===== config.mk =====
export PLATFORM = sky130hd
export DESIGN_NAME = reg_bank
export DESIGN_NICKNAME = d
export VERILOG_FILES = /design/src/rtl/reg_bank.sv
export SDC_FILE = /design/constraint.sdc
export NUM_CORES = 1
export LEC_CHECK = 0
export ABC_AREA = 1
export BUFFER_PORTS_ARGS = -buffer_cell sky130_fd_sc_hd__buf_2
export CORE_ASPECT_RATIO = 0.5
export CORE_MARGIN = 4
export CORE_UTILIZATION = 49
export CTS_CLUSTER_SIZE = 28
export DETAILED_ROUTE_END_ITERATION = 8
export PLACE_DENSITY = 0.75
export SYNTH_ARGS = -nofsm -noshare
export SYNTH_HDL_FRONTEND = slang
export SYNTH_SLANG_ARGS = --single-unit

===== constraint.sdc =====
create_clock -name clk -period 2.1 [get_ports clk]
set_clock_uncertainty 0.05 [all_clocks]
set_input_delay 0.21 -clock clk [delete_from_list [all_inputs] [get_ports clk]]
set_output_delay 0.21 -clock clk [all_outputs]
set_load 0.02 [all_outputs]

===== src/rtl/reg_bank.sv =====
// Multi-entry register bank with per-entry valid flags.
// Supports one load/inc/clear per cycle and two write-first registered read ports.
module reg_bank_entry #(
    parameter int W = 8
) (
    input  logic         clk,
    input  logic         clear_n,
    input  logic         sel,
    input  logic [1:0]   op,
    input  logic [W-1:0] wdata,
    output logic [W-1:0] nxt,
    output logic         nxt_vld,
    output logic         wrap
);
    logic [W-1:0] q;
    logic         v;

    // The next-state value is exported so that read ports see this edge's write
    always_comb begin
        nxt     = q;
        nxt_vld = v;
        wrap    = 1'b0;
        if (sel) begin
            case (op)
                2'b01: begin
                    nxt     = wdata;
                    nxt_vld = 1'b1;
                end
                2'b10: begin
                    nxt     = q + W'(1);
                    nxt_vld = 1'b1;
                    wrap    = &q;
                end
                2'b11: begin
                    nxt     = '0;
                    nxt_vld = 1'b0;
                end
                default: ;
            endcase
        end
    end

    always_ff @(posedge clk) begin
        if (!clear_n) begin
            q <= '0;
            v <= 1'b0;
        end else begin
            q <= nxt;
            v <= nxt_vld;
        end
    end
endmodule

module reg_bank #(
    parameter int W     = 8,
    parameter int DEPTH = 8,
    parameter int AW    = $clog2(DEPTH)
) (
    input  logic          clk,
    input  logic          clear_n,
    input  logic [1:0]    op,
    input  logic [AW-1:0] waddr,
    input  logic [W-1:0]  wdata,
    input  logic [AW-1:0] raddr_a,
    input  logic [AW-1:0] raddr_b,
    output logic [W-1:0]  rdata_a,
    output logic [W-1:0]  rdata_b,
    output logic          rvalid_a,
    output logic          rvalid_b,
    output logic          carry
);
    localparam logic [AW:0] DEPTH_W = DEPTH[AW:0];

    logic [DEPTH-1:0][W-1:0] nxt;
    logic [DEPTH-1:0]        nxt_vld;
    logic [DEPTH-1:0]        wrap;
    logic                    ra_ok, rb_ok;

    // An out-of-range waddr matches no entry, so it naturally acts as a NOP
    for (genvar i = 0; i < DEPTH; i++) begin : g_ent
        localparam logic [AW-1:0] IDX = AW'(i);
        reg_bank_entry #(.W(W)) u_ent (
            .clk     (clk),
            .clear_n (clear_n),
            .sel     (waddr == IDX),
            .op      (op),
            .wdata   (wdata),
            .nxt     (nxt[i]),
            .nxt_vld (nxt_vld[i]),
            .wrap    (wrap[i])
        );
    end

    assign ra_ok = {1'b0, raddr_a} < DEPTH_W;
    assign rb_ok = {1'b0, raddr_b} < DEPTH_W;

    always_ff @(posedge clk) begin
        if (!clear_n) begin
            rdata_a  <= '0;
            rdata_b  <= '0;
            rvalid_a <= 1'b0;
            rvalid_b <= 1'b0;
            carry    <= 1'b0;
        end else begin
            rdata_a  <= ra_ok ? nxt[raddr_a] : '0;
            rdata_b  <= rb_ok ? nxt[raddr_b] : '0;
            rvalid_a <= ra_ok & nxt_vld[raddr_a];
            rvalid_b <= rb_ok & nxt_vld[raddr_b];
            carry    <= |wrap;
        end
    end
endmodule


# --- Word-level counts from Yosys, hierarchy flattened ---
# Index checks and enable logic that the tools add are counted.
totals:
  ff_bits: 91
  input_bits: 21
  output_inout_bits: 19
  word_cells: 108
classes:
  n_addsub: 8
  n_lt_le_gt_ge: 2
  n_eq_ne: 10
  mux: 56
  n_reduce_logical: 11
ops:
  columns: ["operator", "count"]
  rows:
  - ["8-bit one-hot mux with 3 select lines", 8]
  - ["8-bit two-way mux", 10]
  - ["8-bit by 1-bit adder with 8-bit output (second input constant)", 8]
  - ["8-bit AND reduction", 8]
  - ["8-bit binary-select mux with 3-bit select", 2]
  - ["1-bit two-way mux", 26]
  - ["1-bit one-hot mux with 2 select lines", 8]
  - ["3-bit equality test (second input constant)", 4]
  - ["3-bit by 4-bit less-than comparator with 1-bit output (second input constant)", 2]
  - ["8-bit OR reduction", 1]
  - ["1-bit binary-select mux with 3-bit select", 2]
  - ["3-bit by 2-bit equality test with 1-bit output (second input constant)", 2]
  - ["2-bit equality test (second input constant)", 2]
  - ["3-bit by 1-bit equality test with 1-bit output (second input constant)", 1]
  - ["3-bit logical NOT", 1]
  - ["2-bit by 1-bit equality test with 1-bit output (second input constant)", 1]
  - ["2-bit OR reduction", 1]

# --- Logic depth before layout (Yosys ltp) ---
# Gate-level depths: netlist of run 1.
depth:
  word_depth: 6
  ltp_mapped: 15
  ltp_nobuf: 14

# --- Cells and area by module ---
# Synthesis of run 1 repeated with hierarchy kept, for this count alone.
unflattened:
  hier_cells: 1260
  hier_area_um2: 7428.4
by_module_without_submodules:
  columns: ["mod", "n_inst", "cells_per_inst", "area_each_um2", "seq_area_each_um2"]
  rows:
  - ["reg_bank_entry", 8, 102, 650.6, 180.2]
  - ["reg_bank", 1, 444, 2223.4, 380.4]

# --- Worst setup path before layout of run 1 ---
# Ideal clock, no wire load.
synth_path:
  kind: "input-to-reg"
  from: "input port op[0]"
  to: "register rdata_b[2]"
  setup_ns: 0.112
  arrival_ns: 1.516
  required_time_ns: 1.938
  slack_ns: 0.422
  cell_stages: 12
  n_path_buf: 2
  path_cell_list: "inv_1 > ha_1 > buf_2 > nor3_2 > buf_4 > o21ai_2 > a21boi_2 > nand2_1 > nand3_1 > nand2_1 > a21oi_2 > nor2_1"
synth_via:
  elab_chain_len: 5
  word_cells_on_any_way: 21
  classes_between: "eq/ne: 3; mux: 18"
synth_lines:
  columns: ["element", "line", "source"]
  rows:
  - ["start: declaration", "61", "input logic [1:0] op,"]
  - ["2-bit equality test / 2-bit by 1-bit equality test with 1-bit output (equally long branches)", "24", "case (op)"]
  - ["8-bit one-hot mux with 3 select lines", "24", null]
  - ["8-bit two-way mux", "23", "if (sel) begin"]
  - ["8-bit binary-select mux with 3-bit select *", "106", "rdata_b <= rb_ok ? nxt[raddr_b] : '0;"]
  - ["8-bit two-way mux (implied by the code) *", "106", null]
  - ["end signal: assignment", "106", null]
  - ["end: declaration", "67", "output logic [W-1:0] rdata_b,"]
# Every way passes the cells marked *; elsewhere a longest branch is shown, timed or not. The select of a mux whose other input is x is not followed.
# A chain may end at the register's enable or synchronous reset.

# --- Worst setup path after layout of run 1 ---
layout_path:
  from: "register g_ent[3].u_ent.q[0]"
  to: "register rdata_a[4]"
layout_via:
  elab_chain_len: 5
layout_lines:
  columns: ["element", "line", "source"]
  rows:
  - ["start: declaration", "15", "logic [W-1:0] q;"]
  - ["start signal: assignment", "48", "q <= nxt;"]
  - ["8-bit by 1-bit adder with 8-bit output", "30", "nxt = q + W'(1);"]
  - ["8-bit one-hot mux with 3 select lines", "24", null]
  - ["8-bit two-way mux", "23", null]
  - ["8-bit binary-select mux with 3-bit select", "105", "rdata_a <= ra_ok ? nxt[raddr_a] : '0;"]
  - ["8-bit two-way mux (implied by the code)", "105", null]
  - ["end signal: assignment", "105", null]
  - ["end: declaration", "66", "output logic [W-1:0] rdata_a,"]
# No other way between the ends. The select of a mux whose other input is x is not followed.

==> results of run 1 <==
-- path summary, 6_finish.rpt --
path | depth (start not counted) | start | end
worst max-delay path | 12 | g_ent[3].u_ent.q[0] | rdata_a[4]
worst min-delay path | 3 | raddr_b[2] | rdata_b[5]
worst max register to register | 12 | g_ent[3].u_ent.q[0] | rdata_a[4]
worst min register to register | 2 | g_ent[0].u_ent.v | g_ent[0].u_ent.v
-- per-layer routing --
metal	GRT usage [%]	vias to the layer above	share of wire, %	wire, µm
li1	-	3555	-	-
met1	46.0	3314	42	9630
met2	46.7	486	40	9140
met3	9.45	45	15	3350
met4	9.74	0	2.6	598
met5	0	-	0	0
-- stage by stage --
stage | power, mW | utilization, % | setup WS (ns) | instances
4_1_cts | 4.41 | 60.8 | 0.169 | 1303
3_5_place_dp | 2.82 | 58.4 | -0.176 | 1287
6_report | 4.43 | 60.9 | 0.119 | 1303
5_1_grt | 4.62 | 60.9 | 0.000518 | 1303
2_1_floorplan | 2.43 | - | 0.422 | 1044
3_3_place_gp | 2.80 | 58.4 | -0.137 | 1287
-- state kept, by name, indices dropped and copies added (netlist names) --
signal	cells
rvalid_a	1
g_ent.u_ent.q	64
rdata_a	8
rdata_b	8
g_ent.u_ent.v	8
rvalid_b	1
carry	1
-- cell families (layout without fill, tap and decap cells) --
family | count (synthesis) | count (layout) | synth area share, %
fa+ha+maj | 11 | 11 | 2.28
compound gates | 132 | 132 | 12.1
simple gates | 684 | 684 | 47.0
flops | 91 | 91 | 30.1
buf+inv | 126 | 220 | 8.48
-- critical path: stages (launching register included) --
cell and delay [ns]:
dfxtp_1 0.41, ha_1 0.21, nand2_1 0.12, inv_1 0.14
nand2_1 0.06, nand3_1 0.08, nand3_1 0.07, o21ai_1 0.20
nand2_1 0.09, nand3_1 0.09, nand2_1 0.05, nor2_1 0.22
nor2_1 0.09
-- final cells by class --
cell class	instances	area share, %
Multi-Input combinational cell	827	51.3
Sequential cell	91	25.1
Timing Repair Buffer	126	12.9
Inverter	78	4.03
Clock buffer	9	3.10
Tap cell	165	2.84
Clock inverter	7	0.843
-- report_power, final --
part           switching (mW)  internal [mW]
Combinational           0.623          0.336
Sequential             0.0555           1.80
Clock                   0.784          0.828
Total                    1.46           2.97
-- repair_timing --
action	in CTS	in global routing
buffers inserted	0	0
hold buffers	0	0
endpoints found under the setup margin	0	8
gates resized for setup	0	3
-- cell usage after synthesis, types with 2 or more instances --
cell / n / area, µm²
a21oi_1: 38 / 190
a21oi_2: 2 / 17.5
a31oi_1: 2 / 12.5
and2_1: 2 / 12.5
buf_1: 6 / 22.5
buf_2: 11 / 55.1
buf_4: 5 / 37.5
clkbuf_1: 25 / 93.8
dfxtp_1: 91 / 1820
ha_1: 11 / 138
inv_1: 73 / 274
inv_2: 4 / 15.0
nand2_1: 340 / 1280
nand3_1: 158 / 791
nor2_1: 160 / 601
nor2_2: 4 / 25.0
nor2_4: 2 / 22.5
nor3_1: 8 / 40.0
nor4_1: 2 / 12.5
o211ai_1: 13 / 97.6
o21ai_0: 53 / 265
o21ai_1: 13 / 65.1
o21ai_2: 2 / 17.5
o21bai_1: 4 / 30.0
o22ai_1: 4 / 25.0
or2_2: 3 / 18.8
==> impl_metrics.toml, run 1 <==
[logic_synthesis]
avgSynthCellArea_um2 = 5.79
yosysWarnings = 0
ys_seq_elements = 91
ys_seq_area_share_pct = 30.1
synth_area_um2 = 6050
synth_cells = 1044
synth_ff_type = "dfxtp_1"
async_flop_share_pct = 0
synth_edf_count = 0
syn-num-nets = 1076
synth.distinct_cells = 34

[global_routing]
grt_pass1_vias = 6608
grt_usage_pct = 32.2
antenna_found_initial = 0
grt_overflow = 0
grt_max_degree = 73
grt_pass1_wl_um = 35500

[floorplan]
die_area_um2 = 14300
core_area_um2 = 11900
initial_core_util_pct = 50.6
die_w_um = 165
die_y_um = 86.6
rows = 28
pin_count = 40

[sta]
post-route-period-util_pct = 94.4
final.setup.tns_ns = 0
period_minus_slack_ns = 1.98
slew_violations = 0
hold_ws_ns = 0.250
fmax_mhz = 505
hold_viol = 0
rsz0062_at_grt = "no"
relSlewSlack_pct = 65.3
report.final.setup_viol = 0
worst_slew_pin_slew_ns = 0.516

[cells_and_area]
most-common-layout-cells = "nand2_1, nor2_1, nand3_1"
drive_above_1_share_pct = 14.7
final_cell_area_um2 = 7270
nFillCells = 1197
final_common_cell = "nand2_1"
multi_input_area_um2 = 3730
area_growth_pct = 20.2
final_nets = 1165
antenna_cells = 0
seq_area_um2 = 1820

[critical_path]
crit_path_max_fanout = 5
arrival_ns = 2.16
critical_path_class = "flop to flop"
cp-end-kind = "flop"
r2r_slack_ns = 0.12
required_ns = 2.27
crit_path_start_kind = "flop"

[detailed_routing]
post_drt_wl_per_cell_um = 17.4
vias_per_cell = 5.68
drt-total-wl_um = 22700
dr.pass1.iters = 7
num_vias = 7400
drt_iter0_drc = 1065
remaining_drc_errors = 0
ant_nets = 0

[placement]
place_area_um2 = 6970
hpwl_um = 16600
place.gp.congestion = 1.08
port_buffers = 39

[pwr]
p_leak_nw = 3.48
p_per_area_nw_per_um2 = 609
irDropWorstVdd_mv = 0.376

[cts]
cts_tree = "built"
cts_buffers = 9
clock_latency_ns = 0.34
clk_pin_slew_ns = 0.07
cts.path.max_buffers = 2
cts_sinks = 91
cts_root_buf = "clkbuf_16"
htree_levels = 3

[outcome]
outcome = "finished clean"

[run]
maxCapViolCount = 0

[hold_path]
holdCritPathClass = "input pin to flop"
(Power assumes the default switching activity.)
==> inputs of run 2 (changes only) <==
Settings changed: PLACE_DENSITY 0.75 to 0.64.
Clock period 2.1 ns to 2.3 ns, I/O delays scaled along.
==> run 2 against run 1 <==
Worst hold slack better by 0.014 ns. Via count down 4.2%. Flip-flop and latch count stayed put. Sequential power is 9% lower. Combinational power is 14% lower. Total power is 11% lower. Utilization down 2.2 points. Global-route usage fell by 0.29 points. First-iteration DRC count is 23% lower. Critical path type is now input pin to flop.
==> impl_metrics.toml, run 2 (synthesis gave the netlist of run 1 again) <==
[outcome]
outcome = "finished clean"

[critical_path]
r2r_end = "rdata_a[6]"
cp_num_cells = 14
critPathCapture = "rdata_a[5]"
slowest_delay_ns = 0.39
cp-end-kind = "flop"
cp_cell_sequence = "buf_2, inv_1, ha_1, buf_12, nor2_2, inv_1, nor2_1, o21ai_0, nand2_1, nand2_1, nand3_1, nand2_1, nor2_1, nor2_1"
worst_r2r_startpoint = "g_ent[7].u_ent.q[0]"
critical_path_class = "input pin to flop"
crit_family = "simple AND/OR/NAND/NOR gates"
slowest_stage = "nor2_2"
arrival_ns = 2.20
crit_path_start_kind = "input pin"
path_buf_inv = 4
required_ns = 2.49
startpoint = "op[0]"
crit_path_max_fanout = 11
r2r_slack_ns = 0.37
rr_worst_depth = 14

[cells_and_area]
utilization_pct = 58.7
drive_above_1_share_pct = 12.2
most-common-layout-cells = "nand2_1, nor2_1, nand3_1"
nFillCells = 1224
multi_input_area_um2 = 3710
antenna_cells = 0
final_common_cell = "nand2_1"
area_growth_pct = 15.8
seq_area_um2 = 1820
largest_reg_flops = 64
final_nets = 1136
regMostFlops = "g_ent.u_ent.q"

[cts]
htree_levels = 3
cts.path.max_buffers = 2
cts_buffers = 9
ctsResizeCount = 0
cts_hold_buf = 0
cts_root_buf = "clkbuf_16"
cts_tree = "built"
clock_latency_ns = 0.35
post_cts_buffers = 0
clk_pin_slew_ns = 0.07
cts_sinks = 91

[placement]
port_buffers = 39
place.gp.congestion = 0.960
dp_slack_ns = -0.0298
hpwl_um = 16500

[pwr]
p_leak_nw = 3.33
irDropWorstVdd_mv = 0.338
p_per_area_nw_per_um2 = 565

[sta]
hold_ws_ns = 0.264
hold_viol = 0
report.final.setup_viol = 0
period_minus_slack_ns = 2.01
post-route-period-util_pct = 87.5
fmax_mhz = 497
relSlewSlack_pct = 48.7
final.setup.tns_ns = 0
worst_slew_pin_slew_ns = 0.761
fin_ws_ns = 0.288
slew_violations = 0
rsz0062_at_grt = "no"

[floorplan]
rows = 28
die_w_um = 165
pin_count = 40
core_area_um2 = 11900
die_y_um = 86.6
die_area_um2 = 14300
initial_core_util_pct = 50.6

[global_routing]
met3_usage_pct = 9.60
grt_max_degree = 42
grt_pass1_wl_um = 35000
grt_pass1_vias = 6415
antenna_found_initial = 1
grt.busiest_layer = "met2"
grt_overflow = 0
grt_usage_pct = 31.9
grtUsageMet2_pct = 46.9
met1_usage_pct = 45.1

[detailed_routing]
drt-total-wl_um = 22300
num_vias = 7090
vias_per_cell = 5.57
dr.pass1.iters = 7
drt_iter0_drc = 824
ant_nets = 0
post_drt_wl_per_cell_um = 17.5
remaining_drc_errors = 0

[hold_path]
holdCritPathClass = "input pin to flop"
hold_path.startpoint = "raddr_a[2]"

[run]
maxCapViolCount = 0
run 2: worst min-delay path by stage:
stage,cells after the start,end
3_3_place_gp,2,g_ent[0].u_ent.v
2_1_floorplan,2,g_ent[6].u_ent.q[5]
3_5_place_dp,2,g_ent[0].u_ent.v
4_1_cts,3,rdata_b[5]
5_1_grt,3,rdata_b[5]
6_report,3,rdata_a[5]
run 2: metrics by stage:
step | total power, mW | instance area [µm²] | instances
final | 3.96 | 7010 | 1274
after global routing | 4.13 | 7010 | 1274
after CTS | 3.95 | 7010 | 1274
after detailed placement | 2.53 | 6730 | 1258
after global placement | 2.52 | 6730 | 1258
after floorplan | 2.22 | 6050 | 1044
run 2: final cells by class:
cell class / count / area share [%]
Multi-Input combinational cell: 827 / 53.0
Sequential cell: 91 / 26.0
Timing Repair Buffer: 97 / 9.89
Inverter: 78 / 4.18
Clock buffer: 9 / 3.21
Tap cell: 165 / 2.95
Clock inverter: 7 / 0.768
run 2: report_power, final:
part	internal [mW]	switching (mW)
logic	0.272	0.548
registers	1.65	0.0484
clock network	0.740	0.703
total	2.66	1.30
run 2: layer usage:
layer,up-vias,wire length [µm]
met5,-,13
met4,2,520
met3,43,2730
met2,317,9140
met1,3240,9870
li1,3488,-
run 2: worst min-delay path: stages:
cell and delay [ns]:
buf_2 0.20, nor2_1 0.13, nor2_1 0.04
